[src/rtl/spi2_cmd_slave.sv]
// rtl/spi2_cmd_slave.sv - SPI2 16-bit word command slave driving the memory request bus
// Burst commands 0xD0/0xD1 are decoded only when SPI2_BURST_EN is defined.
module spi2_cmd_slave #(
   parameter logic [15:0] ID_VALUE    = 16'hC4B5,
   parameter int          SYNC_STAGES = 2
) (
   input  logic        clk,
   input  logic        rst_n,
   input  logic        spi_sck,
   input  logic        spi_cs,
   input  logic        spi_mosi,
   output logic        spi_miso,
   output logic [31:0] mem_addr,
   output logic [15:0] mem_wdata,
   output logic        mem_wr,
   output logic        mem_rd,
   input  logic        mem_busy,
   input  logic [15:0] mem_rdata,
   input  logic        mem_rvalid
);

`ifdef SPI2_BURST_EN
   localparam bit BURST_EN = 1'b1;
`else
   localparam bit BURST_EN = 1'b0;
`endif

   typedef enum logic [2:0] {
      IDLE, REG_RD, ADDR_LO, ADDR_HI, DUMMY, DATA, BLEN, BDATA
   } state_t;

   logic [SYNC_STAGES-1:0] sck_sync_q, sck_sync_d;
   logic [SYNC_STAGES-1:0] cs_sync_q, cs_sync_d;
   logic [SYNC_STAGES-1:0] mosi_sync_q, mosi_sync_d;
   logic        sck_prev_q, sck_prev_d;
   logic        cs_prev_q, cs_prev_d;
   state_t      state_q, state_d;
   logic [4:0]  bit_cnt_q, bit_cnt_d;
   logic [14:0] rx_sh_q, rx_sh_d;
   logic [15:0] tx_q, tx_d;
   logic [7:0]  reg_addr_q, reg_addr_d;
   logic        is_wr_q, is_wr_d;
   logic        burst_q, burst_d;
   logic        acc_done_q, acc_done_d;
   logic [15:0] blen_q, blen_d;
   logic [31:0] mem_addr_q, mem_addr_d;
   logic [15:0] mem_wdata_q, mem_wdata_d;
   logic        mem_wr_q, mem_wr_d;
   logic        mem_rd_q, mem_rd_d;
   logic        wr_pend_q, wr_pend_d;
   logic        rd_pend_q, rd_pend_d;
   logic        rd_wait_q, rd_wait_d;
   logic [15:0] rd_latch_q, rd_latch_d;
   logic        err_q, err_d;

   logic        sck_s, cs_s, mosi_s;
   logic        sck_rise, sck_fall, cs_fall, word_done;
   logic [15:0] word;
   logic [31:0] acc_addr;
   logic [15:0] reg_val, resp;
   logic        resp_late;

   assign sck_s     = sck_sync_q[SYNC_STAGES-1];
   assign cs_s      = cs_sync_q[SYNC_STAGES-1];
   assign mosi_s    = mosi_sync_q[SYNC_STAGES-1];
   assign sck_rise  = sck_s & ~sck_prev_q;
   assign sck_fall  = ~sck_s & sck_prev_q;
   assign cs_fall   = ~cs_s & cs_prev_q;
   assign word_done = sck_rise & ~cs_s & (bit_cnt_q == 5'd15);
   assign word      = {rx_sh_q, mosi_s};
   // Burst accesses after the first one move to the next word address.
   assign acc_addr  = acc_done_q ? mem_addr_q + 32'd1 : mem_addr_q;

   assign spi_miso  = tx_q[0];
   assign mem_addr  = mem_addr_q;
   assign mem_wdata = mem_wdata_q;
   assign mem_wr    = mem_wr_q;
   assign mem_rd    = mem_rd_q;

   always_comb begin
      reg_val = 16'h0000;
      case (reg_addr_q)
         8'd0:    reg_val = ID_VALUE;
         8'd1:    reg_val = {14'b0, err_q, wr_pend_q | rd_pend_q};
         8'd4:    reg_val = rd_latch_q;
         default: reg_val = 16'h0000;
      endcase
   end

   // A word that must return read data it does not yet have answers 0xFFFF.
   always_comb begin
      resp      = 16'h0000;
      resp_late = 1'b0;
      if (state_q == REG_RD) begin
         if (reg_addr_q == 8'd4 && rd_wait_q) resp_late = 1'b1;
         else                                 resp      = reg_val;
      end else if (state_q == BDATA && !is_wr_q) begin
         if (rd_wait_q) resp_late = 1'b1;
         else           resp      = rd_latch_q;
      end
      if (resp_late) resp = 16'hFFFF;
   end

   always_comb begin
      sck_sync_d  = {sck_sync_q[SYNC_STAGES-2:0], spi_sck};
      cs_sync_d   = {cs_sync_q[SYNC_STAGES-2:0], spi_cs};
      mosi_sync_d = {mosi_sync_q[SYNC_STAGES-2:0], spi_mosi};
      sck_prev_d  = sck_s;
      cs_prev_d   = cs_s;
      state_d     = state_q;
      bit_cnt_d   = bit_cnt_q;
      rx_sh_d     = rx_sh_q;
      tx_d        = tx_q;
      reg_addr_d  = reg_addr_q;
      is_wr_d     = is_wr_q;
      burst_d     = burst_q;
      acc_done_d  = acc_done_q;
      blen_d      = blen_q;
      mem_addr_d  = mem_addr_q;
      mem_wdata_d = mem_wdata_q;
      mem_wr_d    = 1'b0;
      mem_rd_d    = 1'b0;
      wr_pend_d   = wr_pend_q;
      rd_pend_d   = rd_pend_q;
      rd_wait_d   = rd_wait_q;
      rd_latch_d  = rd_latch_q;
      err_d       = err_q;

      if (cs_s) begin
         bit_cnt_d = 5'd0;
      end else if (sck_rise) begin
         rx_sh_d   = {rx_sh_q[13:0], mosi_s};
         bit_cnt_d = (bit_cnt_q == 5'd15) ? 5'd0 : bit_cnt_q + 5'd1;
      end

      if (cs_fall) begin
         tx_d = resp;
         if (resp_late) err_d = 1'b1;
      end else if (sck_fall && !cs_s) begin
         tx_d = {1'b0, tx_q[15:1]};
      end

      if (wr_pend_q && !mem_busy) begin
         mem_wr_d  = 1'b1;
         wr_pend_d = 1'b0;
      end
      if (rd_pend_q && !mem_busy) begin
         mem_rd_d  = 1'b1;
         rd_pend_d = 1'b0;
      end
      if (mem_rvalid) begin
         rd_latch_d = mem_rdata;
         rd_wait_d  = 1'b0;
      end

      if (word_done) begin
         case (state_q)
            IDLE: begin
               if (word[15:8] == 8'h80) begin
                  reg_addr_d = word[7:0];
                  state_d    = REG_RD;
               end else if (word[15:8] == 8'hC0 || word[15:8] == 8'hC1) begin
                  is_wr_d    = word[8];
                  burst_d    = 1'b0;
                  acc_done_d = 1'b0;
                  state_d    = ADDR_LO;
               end else if (BURST_EN && (word[15:8] == 8'hD0 || word[15:8] == 8'hD1)) begin
                  is_wr_d    = word[8];
                  burst_d    = 1'b1;
                  acc_done_d = 1'b0;
                  state_d    = BLEN;
               end
            end
            REG_RD: state_d = IDLE;
            BLEN: begin
               blen_d  = word;
               state_d = ADDR_LO;
            end
            ADDR_LO: begin
               mem_addr_d = {mem_addr_q[31:16], word};
               state_d    = ADDR_HI;
            end
            ADDR_HI: begin
               mem_addr_d = {word, mem_addr_q[15:0]};
               if (!is_wr_q)           state_d = DUMMY;
               else if (!burst_q)      state_d = DATA;
               else if (blen_q == 16'd0) state_d = IDLE;
               else                    state_d = BDATA;
            end
            DUMMY: begin
               if (burst_q && blen_q == 16'd0) begin
                  state_d = IDLE;
               end else begin
                  rd_pend_d  = 1'b1;
                  rd_wait_d  = 1'b1;
                  acc_done_d = 1'b1;
                  state_d    = burst_q ? BDATA : IDLE;
               end
            end
            DATA: begin
               mem_wdata_d = word;
               wr_pend_d   = 1'b1;
               state_d     = IDLE;
            end
            BDATA: begin
               blen_d = blen_q - 16'd1;
               if (is_wr_q) begin
                  mem_addr_d  = acc_addr;
                  mem_wdata_d = word;
                  wr_pend_d   = 1'b1;
                  acc_done_d  = 1'b1;
               end else if (blen_q != 16'd1) begin
                  mem_addr_d = acc_addr;
                  rd_pend_d  = 1'b1;
                  rd_wait_d  = 1'b1;
               end
               if (blen_q == 16'd1) state_d = IDLE;
            end
            default: state_d = IDLE;
         endcase
      end
   end

   always_ff @(posedge clk or negedge rst_n) begin
      if (!rst_n) begin
         sck_sync_q  <= '0;
         cs_sync_q   <= '1;
         mosi_sync_q <= '0;
         sck_prev_q  <= 1'b0;
         cs_prev_q   <= 1'b1;
         state_q     <= IDLE;
         bit_cnt_q   <= 5'd0;
         rx_sh_q     <= 15'd0;
         tx_q        <= 16'd0;
         reg_addr_q  <= 8'd0;
         is_wr_q     <= 1'b0;
         burst_q     <= 1'b0;
         acc_done_q  <= 1'b0;
         blen_q      <= 16'd0;
         mem_addr_q  <= 32'd0;
         mem_wdata_q <= 16'd0;
         mem_wr_q    <= 1'b0;
         mem_rd_q    <= 1'b0;
         wr_pend_q   <= 1'b0;
         rd_pend_q   <= 1'b0;
         rd_wait_q   <= 1'b0;
         rd_latch_q  <= 16'd0;
         err_q       <= 1'b0;
      end else begin
         sck_sync_q  <= sck_sync_d;
         cs_sync_q   <= cs_sync_d;
         mosi_sync_q <= mosi_sync_d;
         sck_prev_q  <= sck_prev_d;
         cs_prev_q   <= cs_prev_d;
         state_q     <= state_d;
         bit_cnt_q   <= bit_cnt_d;
         rx_sh_q     <= rx_sh_d;
         tx_q        <= tx_d;
         reg_addr_q  <= reg_addr_d;
         is_wr_q     <= is_wr_d;
         burst_q     <= burst_d;
         acc_done_q  <= acc_done_d;
         blen_q      <= blen_d;
         mem_addr_q  <= mem_addr_d;
         mem_wdata_q <= mem_wdata_d;
         mem_wr_q    <= mem_wr_d;
         mem_rd_q    <= mem_rd_d;
         wr_pend_q   <= wr_pend_d;
         rd_pend_q   <= rd_pend_d;
         rd_wait_q   <= rd_wait_d;
         rd_latch_q  <= rd_latch_d;
         err_q       <= err_d;
      end
   end

endmodule
[config.mk]
export PLATFORM = sky130hd
export DESIGN_NAME = spi2_cmd_slave
export DESIGN_NICKNAME = d
export VERILOG_FILES = /design/src/rtl/spi2_cmd_slave.sv
export SDC_FILE = /design/constraint.sdc
export NUM_CORES = 1
export LEC_CHECK = 0
export CORE_ASPECT_RATIO = 1.4
export CORE_MARGIN = 1
export CORE_UTILIZATION = 57
export DETAILED_ROUTE_END_ITERATION = 10
export GPL_ROUTABILITY_DRIVEN = 0
export HOLD_SLACK_MARGIN = 0.03
export PLACE_DENSITY_LB_ADDON = 0.12
export SYNTH_ARGS = -nofsm -noshare
export SYNTH_HDL_FRONTEND = slang
export SYNTH_SLANG_ARGS = --single-unit
export TNS_END_PERCENT = 1
[constraint.sdc]
create_clock -name clk -period 3.75 [get_ports clk]
set_clock_uncertainty 0.15 [all_clocks]
set_input_delay 0.9375 -clock clk [delete_from_list [all_inputs] [get_ports clk]]
set_output_delay 0.9375 -clock clk [all_outputs]
set_load 0.01 [all_outputs]
# Yosys cells after proc, flatten, opt, wreduce, memory -nomap -nowiden
# Index checks and enable logic that the tools add are counted.
dict set report word_totals {
  input_bits 23
  elab_cells 135
  regBits 143
  output_inout_bits 51
}
dict set report op_classes {
  eq_ne 21
  n_addsub 3
  n_bitwise 12
  muxes 47
  reduce_logical 29
}
# op n
set ops {}
lappend ops {{$mux 16} 8}
lappend ops {{$mux 32} 3}
lappend ops {{$pmux 32 s3} 1}
lappend ops {{$pmux 16 s2} 2}
lappend ops {{$pmux 16 s3} 1}
lappend ops {{$add 32x1->32 const B} 1}
lappend ops {{$eq 8x8->1 const B} 3}
lappend ops {{$mux 1} 21}
lappend ops {{$pmux 3 s6} 1}
lappend ops {{$eq 16x1->1 const B} 1}
lappend ops {{$ne 16x1->1 const B} 1}
lappend ops {{$sub 16x1->16 const B} 1}
lappend ops {{$mux 5} 3}
lappend ops {{$eq 3x3->1 const B} 4}
lappend ops {{$reduce_and 4->1} 3}
lappend ops {{$reduce_bool 2->1} 6}
lappend ops {{$mux 3} 3}
lappend ops {{$reduce_and 3->1} 3}
lappend ops {{$eq 8x1->1 const B} 1}
lappend ops {{$eq 8x3->1 const B} 1}
lappend ops {{$logic_not 8->1} 1}
lappend ops {{$eq 3x2->1 const B} 2}
lappend ops {{$ne 2x2->1 const B} 3}
lappend ops {{$not 1->1} 6}
lappend ops {{18 further kinds} 32}

# Logic depth before layout (Yosys ltp)
# Gate-level depths: netlist (run 1).
dict set report logic_depth {
  word_depth 7
  depth_mapped 9
  depth_no_buf 8
}

# Worst setup path after synthesis (run 1)
# Ideal clock, no wire load.
dict set report synth_timing {
  kind {register to register}
  from {reg blen_q[0]}
  to {reg blen_q[14]}
  setup_ns 0.121
  arrival_ns 2.432
  path_stages_with_launch 9
  period_less_slack_ns 2.703
  path_buffers 0
  slack_ns 1.047
  required_ns 3.479
  path_cell_list {dfrtp_1 -> inv_1 -> ha_1 -> or3b_4 -> or4_4 -> or4b_4 -> nor3_2 -> a31oi_1 -> o22a_1}
}
dict set report synth_between {
  elab_chain_cells 2
}
# element line
set synth_rtl {}
lappend synth_rtl {{start: declaration} 45} ;# logic [15:0] blen_q, blen_d;
lappend synth_rtl {{start signal: assignment} 263} ;# blen_q <= blen_d;
lappend synth_rtl {{$sub 16x1->16} 206} ;# blen_d = blen_q - 16'd1;
lappend synth_rtl {{$pmux 16 s2} 157} ;# case (state_q)
# No other way between the ends.
# A chain may end at the register's enable or synchronous reset.

# Worst setup path in the final report (run 1)
# Ends and elaborated chain as after synthesis.

==> results by group, run 1 <==
Status
  • Run status: complete, no violations

Clocking
  • # H-tree levels: 4
  • Post-CTS Hold Buffers: 0
  • Resized Gates After CTS: 0
  • Worst-skew pair later-pin latency: ~0.42 ns
  • Clock-pin slew on the worst setup and hold paths: ~0.06 ns
  • CTS tree: done
  • Setup Buffers After CTS: 0
  • Clock sink count: 143
  • Clock buffer depth: 2
  • TritonCTS Buffers: 17
  • CTS Root Cell: clkbuf_16

Global route
  • First-pass GRT wire length: between 20 and 30 mm
  • M1 GR Usage: approximately 37%
  • Vias in the first global route: between 5000 and 6000
  • Most Crowded Layer GR: met2
  • Initial antenna violation count: 0
  • GR Util met2: around half
  • GRT Util Overall: a little under a third
  • GR Util met3: ~5.4%
  • GRT overflow: 0
  • Largest net degree at the start of global routing: 80

Power and ir drop
  • Pwr Density: 432 nW/µm²
  • P_sw: between 800 and 900 µW
  • Logic pwr share: around 5.2%
  • VDD IR max: 0.351 mV
  • Leakage: between 3 and 4 nW
  • Pint: between 2 and 3 mW
  • Clock share of power: 47.3%
  • Fraction of power spent switching nets: approximately 24%
  • Flop pwr share: a little under half

STA
  • Slew Limit Fails: 0
  • Worst-Margin Slew: roughly 0.9 ns
  • # setup viols final: 0
  • Fin crit period: approximately 3 ns
  • RSZ-0062 raised after global routing: no
  • Relative slew slack: between 40% and 50%
  • Hold Vio Cnt, Final: 0
  • Maximum clock rate: 341 MHz
  • Final Cycle Share: 78.2%
  • Setup TNS: 0 ns
  • Final Hold Slack: between 0.2 and 0.25 ns

Layout
  • Layout net count: between 700 and 800
  • Diodes inserted: 0
  • Share of layout cells above drive strength 1: 14.5%
  • Final instance area: 8460 µm²
  • Commonest non-fill, non-tap cell in the layout: dfrtp_1
  • Layout area overhead: 21.1%
  • Most frequent cells in the layout: 140 x dfrtp_1, 73 x nor2_1, 72 x clkdlybuf4s50_1

Die
  • I/O pin count: 74
  • Core area: 11900 µm²
  • Effective utilization at floorplan: a little under 60%
  • Die area: ~13000 µm²
  • Die height: between 100 and 150 µm
  • Row cnt: 47
  • Die W: roughly 96 µm

Critical path
  • R2r setup slk: a little over 0.8 ns
  • Critical path origin: blen_q[0]$_DFFE_PN0P_
  • Setup CP Type: reg2reg
  • Worst setup EP type: flip-flop
  • Slowest cell on crit path: or4b_4
  • Critical path arrival: just over 3 ns
  • Worst reg2reg path startpoint: blen_q[0]$_DFFE_PN0P_
  • Largest stage delay, worst path: around 0.55 ns
  • CP Launch Type: flip-flop
  • Worst Path Required: just under 4 ns
  • Crit-path cells: inv_1 -> ha_1 -> or3b_4 -> or4_4 -> or4b_4 -> nor3_2 -> a31oi_1 -> o22a_1
  • Crit path max-delay family: simple AND/OR/NAND/NOR gates
  • Buf+Inv Stages, Crit Path: 1
  • Max FO, Critical Path: 5

Synthesis
  • Cell area after synthesis: between 6000 and 7000 µm²
  • Synth area leaders: dfrtp_1 50%, mux2_2 8.4%, o21ai_0 4.1%
  • Area leader, netlist: dfrtp_1
  • Ys async rst share: 100%
  • Syn Nets: 727
  • Synth Flop Type: dfrtp_1
  • Seq/Total Area, Yosys: about 51%
  • Yosys cell types: 63
  • Post-synth EDFFs: 0
  • Synth warn: 0
  • Cells after Synth: 700
  • Synthesis-stage register bit count: 143
  • Share of the synthesized area in the top cell type: between 50% and 60%
  • Avg Inst Size Synth: between 9 and 10 µm²

Route
  • Vias per inst: between 6 and 7
  • Vias post-DR: just under 6000
  • Final WL: around 18 mm
  • Wirelength per Cell: about 20 µm
  • DRC errors left: 0
  • Post-route ant nets: 0
  • DRT iter0 DRCs: about 600
  • DRT Pass-1 Iters: 7

Worst hold path
  • Worst Hold Launch: cs_sync_q[0]$_DFF_PN1_
  • Worst hold path type: reg2reg

Flow run
  • Max Cap Viol: 0

Place
  • I/O Buffers: between 70 and 80
  • Dpl hpwl: about 12 mm
  • Placed cell area: between 7000 and 8000 µm²
[stage by stage]
| stage | power [mW] | setup slack, ns | std cells | utilization, % |
|---|---|---|---|---|
| after global routing | 3.76 | 0.704 | 921 | 71.2 |
| after detailed placement | 1.95 | 0.855 | 889 | 66.1 |
| after floorplan | 1.79 | 1.05 | 700 | - |
| after global placement | 1.94 | 0.993 | 889 | 66.1 |
| final | 3.65 | 0.819 | 921 | 71.2 |
| after CTS | 3.67 | 0.827 | 921 | 71.2 |
[power by group through the flow]
| stage | clock network (mW) | logic [mW] | registers (mW) |
|---|---|---|---|
| floorplan | 0 | 0.116 | 1.67 |
| global placement | 0 | 0.184 | 1.75 |
| detailed placement | 0 | 0.192 | 1.76 |
| CTS | 1.75 | 0.193 | 1.73 |
| global route | 1.81 | 0.213 | 1.74 |
| finish | 1.73 | 0.190 | 1.74 |
[synthesized netlist by cell type, types with 4 or more instances]
master	instances
a21o_1	5
a21oi_1	46
a22oi_1	9
a31oi_1	10
and2_1	4
and3_1	11
and4_1	5
buf_1	4
buf_2	6
clkbuf_1	33
dfrtp_1	140
ha_1	4
inv_1	11
mux2_2	52
mux2i_1	16
nand2_1	53
nand3_1	20
nand4_1	10
nor2_1	73
nor2b_1	8
nor3_1	13
nor3b_1	5
nor4_1	11
o21a_1	4
o21ai_0	57
o22ai_1	21
o32ai_1	6
or2_2	4
[final timing paths]
check / to / cells past startpoint
max: blen_q[14]$_DFFE_PN0P_ / 8
min in group asynchronous: rd_latch_q[0]$_DFFE_PN0P_ / 1
min: cs_sync_q[1]$_DFF_PN1_ / 0
max in group asynchronous: mem_wdata[4]$_DFFE_PN0P_ / 2
min reg2reg: cs_sync_q[1]$_DFF_PN1_ / 0
max reg2reg: blen_q[14]$_DFFE_PN0P_ / 8
[flip-flops by register name, summed over array words and instances (netlist names), 2 cells and up]
name and count:
bit_cnt_q 5, blen_q 16, cs_sync_q 2, mem_addr 32
mem_wdata 16, mosi_sync_q 2, rd_latch_q 16, reg_addr_q 8
rx_sh_q 15, sck_sync_q 2, state_q 3, tx_q 16
[cell families after synthesis]
family / synth area share [%]
AND/OR/NAND/NOR: 16.8
adder cells (fa/ha/maj): 0.717
buffers and inverters: 3.01
flip-flops: 51.3
AO/OA/AOI/OAI: 17.3
multiplexers: 10.7
XOR/XNOR: 0.251
[final cells by class]
class	instances	area, µm²
Fill cell	882	3420
Timing Repair Buffer	85	835
Sequential cell	143	3580
Inverter	11	41.3
Tap cell	147	184
Clock inverter	12	160
Clock buffer	20	447
Multi-Input combinational cell	503	3210
[per-layer routing]
metal | part of all wire [%] | up-vias
met5 | 0 | -
met4 | 3.9 | 0
met3 | 5.7 | 61
met2 | 51 | 227
met1 | 39 | 2888
li1 | - | 2699
Note: power is estimated with default switching activity, not from simulation.
==> inputs of run 2 (changes only) <==
Settings changed: CORE_UTILIZATION 57 to 51.
Clock period 3.75 ns to 2.4 ns, I/O delays scaled along.
==> run 2 against run 1 <==
Against the previous run:
- the flow now finishes with violations (negative setup slack)
- sequential power is 54% higher
- die area increased by 12%
- power up 52%
- sequential cell count is the same
- critical path depth stayed put
- register-to-register slack got worse by 1.1 ns
- count of clock-buffer cells in the layout increased by 2
==> results by group, run 2 (synthesized netlist as in run 1, its figures left out) <==
Layout
  • Layout area overhead: 27.9%
  • Layout net count: 839
  • Area of the multi-input gates: between 3000 and 4000 µm²
  • Final instance area: 8930 µm²
  • Diodes inserted: 0
  • Max reg flops: 32
  • Commonest non-fill, non-tap cell in the layout: dfrtp_1
  • Filler instances: around 1100
  • Most frequent cells in the layout: 140 x dfrtp_1, 73 x nor2_1, 72 x clkdlybuf4s50_1
  • Final Non-Filler Cells: 1007
  • Reg area: about 3600 µm²
  • Share of layout cells above drive strength 1: roughly a fifth

Route
  • Vias per inst: between 6 and 7
  • Final WL: 19.1 mm
  • Wirelength per Cell: around 19 µm
  • Vias post-DR: 6107
  • DRT iter0 DRCs: 484
  • DRT Pass-1 Iters: 5
  • DRC errors left: 0
  • Post-route ant nets: 0

STA
  • Hold Vio Cnt, Final: 0
  • Maximum clock rate: roughly 370 MHz
  • Fin crit period: 2.68 ns
  • RSZ-0062 raised after global routing: yes
  • Slew Limit Fails: 0
  • Relative slew slack: 66.1%
  • Worst-Margin Slew: 0.508 ns
  • Final Cycle Share: 112%
  • # setup viols final: 18
  • Final Hold Slack: a little over 0.2 ns
  • Setup TNS: -1.16 ns
  • Final WS setup: -0.280 ns

Place
  • Dpl hpwl: ~13 mm
  • Placed cell area: 8300 µm²
  • Post-placement cell count: 973
  • I/O Buffers: 73

Critical path
  • Setup CP Type: reg2reg
  • CP Launch Type: flip-flop
  • Worst Path Required: roughly 2.6 ns
  • Worst setup EP type: flip-flop
  • Max FO, Critical Path: 2
  • Critical path arrival: about 2.9 ns
  • Critical R2R Capture: blen_q[14]$_DFFE_PN0P_
  • Worst reg2reg path startpoint: blen_q[1]$_DFFE_PN0P_
  • Worst r2r path cells: 8
  • R2r setup slk: -0.28 ns

Die
  • Die height: 140 µm
  • Die area: 14200 µm²
  • Core area: between 10000 and 15000 µm²
  • I/O pin count: 74
  • Die W: between 100 and 150 µm
  • Row cnt: 50
  • Effective utilization at floorplan: a little over half

Global route
  • GRT Util Overall: ~29%
  • GR Util met2: ~50%
  • Vias in the first global route: 6175
  • Initial antenna violation count: 0
  • M1 GR Usage: between 30% and 40%
  • Largest net degree at the start of global routing: 43
  • GR Util met3: between 6 and 7%
  • First-pass GRT wire length: slightly above 30 mm
  • Most Crowded Layer GR: met2
  • GRT overflow: 0

Clocking
  • Clock buffer depth: 2
  • # H-tree levels: 4
  • CTS tree: done
  • Clock sink count: between 100 and 150
  • CTS Root Cell: clkbuf_16
  • Clock-pin slew on the worst setup and hold paths: roughly 0.06 ns
  • Worst-skew pair later-pin latency: between 0.4 and 0.5 ns
  • TritonCTS Buffers: 17

Power and ir drop
  • Tot Pwr: roughly 5.5 mW
  • Pwr Density: between 600 and 700 nW/µm²
  • VDD IR max: roughly 0.45 mV
  • Leakage: slightly below 4 nW

Status
  • Run status: finished with violations
  • Failing checks: negative setup slack

Worst hold path
  • Hold path cells: 0
  • Worst hold path type: reg2reg
  • Worst Hold Launch: mosi_sync_q[0]$_DFF_PN0_
  • Hold endpoint: mosi_sync_q[1]$_DFF_PN0_

Flow run
  • Max Cap Viol: 0
-- run 2: worst max path at each step --
| stage | from | to | slack [ns] | depth (start not counted) |
|---|---|---|---|---|
| 6_report | blen_q[1]$_DFFE_PN0P_ | blen_q[14]$_DFFE_PN0P_ | -0.28 | 8 |
| 5_1_grt | blen_q[1]$_DFFE_PN0P_ | blen_q[14]$_DFFE_PN0P_ | -0.36 | 8 |
| 3_5_place_dp | blen_q[1]$_DFFE_PN0P_ | blen_q[14]$_DFFE_PN0P_ | -0.31 | 8 |
| 4_1_cts | blen_q[1]$_DFFE_PN0P_ | blen_q[14]$_DFFE_PN0P_ | -0.24 | 8 |
| 3_3_place_gp | blen_q[0]$_DFFE_PN0P_ | blen_q[14]$_DFFE_PN0P_ | -0.24 | 8 |
| 2_1_floorplan | blen_q[0]$_DFFE_PN0P_ | blen_q[14]$_DFFE_PN0P_ | -0.30 | 8 |
-- run 2: critical path: stages, from the launching register on --
cell     delay [ns]
dfrtp_1        0.39
inv_2          0.07
ha_2           0.17
or3b_4         0.37
or4_4          0.42
or4b_4         0.52
nor3_4         0.15
a31oi_1        0.12
o22a_1         0.21
-- run 2: cell type report --
cell class	count	area share, %
Inverter	11	0.462
Timing Repair Buffer	136	14.1
Tap cell	182	2.55
Sequential cell	143	40.1
Multi-Input combinational cell	503	36.4
Clock inverter	10	0.967
Clock buffer	22	5.42
-- run 2: metal layers --
layer	up-vias	wire [µm]	part of all wire, %
li1	2799	-	-
met1	3003	7430	39
met2	254	9860	52
met3	51	999	5.2
met4	0	780	4.1
met5	-	0	0
-- run 2: what timing repair did --
item | CTS | global route
endpoints found under the setup margin | 18 | 42
buffers inserted | 1 | 0
resized for setup | 5 | 6
pin swaps | 3 | 1
hold endpoints to repair | 38 | 0
hold buffers | 1 | 0
-- run 2: through the flow --
step                setup WS [ns]  utilization (%)
floorplan                  -0.303                -
global placement           -0.242             62.0
detailed placement         -0.306             62.0
CTS                        -0.236             66.5
global route               -0.363             66.7
finish                     -0.280             66.7
-- run 2: power breakdown --
group | switching, mW | internal [mW] | leakage [nW]
Sequential | 0.181 | 2.50 | 1.93
Combinational | 0.180 | 0.178 | 1.71
Clock | 0.987 | 1.52 | 0.278
==> inputs of run 3 (changes only) <==
Settings changed: GPL_TIMING_DRIVEN set to 0.
==> run 3 against run 2 <==
Against the previous run:
- the flow still finishes with violations (negative setup slack)
- combinational power shrank 15%
- cell count shrank 0.79%
- register-to-register slack gained 0.02 ns
==> results by group, run 3 (synthesized netlist as in run 1, its figures left out) <==
Status
  • Run status: finished with violations
  • Failing checks: negative setup slack

Layout
  • Share of layout cells above drive strength 1: about a fifth
  • Filler instances: between 1000 and 1500
  • Most frequent cells in the layout: 138 x dfrtp_1, 72 x nor2_1, 71 x clkdlybuf4s50_1
  • Final Non-Filler Cells: roughly 1000
  • Layout net count: between 800 and 900
  • Layout area overhead: 26.8%
  • Max reg flops: 32
  • Reg area: 3580 µm²
  • Commonest non-fill, non-tap cell in the layout: dfrtp_1
  • Area of the multi-input gates: around 3400 µm²

Clocking
  • # H-tree levels: 4
  • Post-CTS Hold Buffers: 0
  • Clock-pin slew on the worst setup and hold paths: about 0.06 ns
  • CTS tree: done
  • Clock sink count: 143
  • TritonCTS Buffers: 17
  • CTS Root Cell: clkbuf_16
  • Clock buffer depth: 2
  • Worst-skew pair later-pin latency: ~0.43 ns

Critical path
  • R2r setup slk: -0.26 ns
  • Critical R2R Capture: blen_q[14]$_DFFE_PN0P_
  • Buf+Inv Stages, Crit Path: 1
  • Crit path depth: 8
  • Crit-path cells: inv_2 -> ha_4 -> or3b_4 -> or4_4 -> or4b_4 -> nor3_4 -> a31oi_1 -> o22a_1
  • Worst Path Required: about 2.6 ns
  • Setup CP Type: reg2reg
  • CP Launch Type: flip-flop
  • Worst setup EP type: flip-flop
  • Critical path arrival: between 2 and 3 ns
  • Worst reg2reg path startpoint: blen_q[1]$_DFFE_PN0P_
  • Critical path origin: blen_q[1]$_DFFE_PN0P_
  • Max FO, Critical Path: 3
  • Crit path max-delay family: simple AND/OR/NAND/NOR gates
  • Slowest cell on crit path: or4b_4
  • Crit path to: blen_q[14]$_DFFE_PN0P_
  • Worst r2r path cells: 8
  • Largest stage delay, worst path: roughly 0.56 ns

STA
  • Fin crit period: around 2.7 ns
  • Final Cycle Share: 111%
  • Maximum clock rate: around 380 MHz
  • # setup viols final: 36
  • Worst-Margin Slew: 0.775 ns
  • RSZ-0062 raised after global routing: yes
  • Setup TNS: -3.94 ns
  • Slew Limit Fails: 0
  • Relative slew slack: roughly 48%
  • Hold Vio Cnt, Final: 0
  • Final WS setup: -0.261 ns

Route
  • DRC errors left: 0
  • DRT iter0 DRCs: roughly 760
  • Vias per inst: 6.29
  • Final WL: 20.5 mm
  • Wirelength per Cell: 20.5 µm
  • Post-route ant nets: 0
  • DRT Pass-1 Iters: 6
  • Vias post-DR: ~6300

Flow run
  • Max Cap Viol: 0

Place
  • I/O Buffers: slightly above 70
  • Dpl ws: -0.820 ns
  • Dpl hpwl: around 14 mm
  • Post-placement cell count: around 960

Die
  • Die area: around 14000 µm²
  • Die height: ~140 µm
  • Effective utilization at floorplan: between 50% and 60%
  • Row cnt: 50
  • I/O pin count: 74
  • Core area: 13400 µm²
  • Die W: around 100 µm

Global route
  • Largest net degree at the start of global routing: 77
  • Initial antenna violation count: 0
  • GRT overflow: 0
  • GRT Util Overall: around 30%
  • First-pass GRT wire length: roughly 32 mm
  • Vias in the first global route: 6321

Power and ir drop
  • Leakage: 3.82 nW
  • VDD IR max: between 0.5 and 0.6 mV
  • Pwr Density: between 600 and 700 nW/µm²

Worst hold path
  • Worst hold path type: in2async
-- run 3: cell types whose count changed in the layout (fill, tap and decap cells not counted), sizes merged, moves of 2 or more --
cell      previous run  this run
clkbuf              22        61
clkinv               6         2
clkinvlp             3         1
buf                 63        23
-- run 3: worst reg2reg max path: stages, from the launching register on --
cell and delay [ns]:
dfrtp_1 0.38, inv_2 0.09, ha_4 0.13, or3b_4 0.38, or4_4 0.43, or4b_4 0.56, nor3_4 0.14, a31oi_1 0.10
o22a_1 0.20
-- run 3: cell type report --
cell class	count	share of cell area [%]
buffer	42	2.45
clock inverter	4	0.537
inverter	11	0.466
timing repair buffer	85	9.53
clock buffer	28	6.06
tap	182	2.57
antenna	1	0.0283
multi-input combinational	503	37.9
sequential	143	40.5
-- run 3: metal layers --
layer / up-vias / routed length, µm / track usage [%] / part of all wire (%)
li1: 2790 / - / - / -
met1: 3077 / 7750 / 34.0 / 38
met2: 321 / 10400 / 50.7 / 51
met3: 94 / 1290 / 7.68 / 6.3
met4: 0 / 1020 / 18.2 / 5.0
met5: - / 0 / 0 / 0
-- run 3: how the worst min path moves through the flow --
stage                             startpoint                        to  slack [ns]  cells past startpoint
floorplan                              rst_n    acc_done_q$_DFFE_PN0P_        0.15                      0
global placement    mosi_sync_q[0]$_DFF_PN0_  mosi_sync_q[1]$_DFF_PN0_        0.18                      0
detailed placement  mosi_sync_q[0]$_DFF_PN0_  mosi_sync_q[1]$_DFF_PN0_        0.19                      0
CTS                                    rst_n   sck_sync_q[1]$_DFF_PN0_        0.07                      1
global route                           rst_n   sck_sync_q[1]$_DFF_PN0_        0.10                      1
finish                                 rst_n   sck_sync_q[1]$_DFF_PN0_        0.04                      1
-- run 3: where the power goes --
part	switching, mW	internal, mW
registers	0.216	2.50
logic	0.147	0.157
clock network	0.968	1.62
total	1.33	4.27
-- run 3: what timing repair did --
| item | in CTS | in global routing |
|---|---|---|
| resized for setup | 35 | 37 |
| pin swaps | 7 | 7 |
| setup endpoints to repair | 88 | 72 |
| setup buffers | 8 | 4 |
-- run 3: per-stage QoR --
stage | hold slack (ns) | util, % | instance area (µm²) | power [mW]
2_1_floorplan | 0.154 | - | 6980 | 2.80
3_3_place_gp | 0.182 | 59.2 | 7930 | 3.03
3_5_place_dp | 0.191 | 59.5 | 7960 | 3.05
4_1_cts | 0.0718 | 65.1 | 8720 | 5.63
5_1_grt | 0.102 | 66.1 | 8850 | 5.77
6_report | 0.0444 | 66.1 | 8850 | 5.60
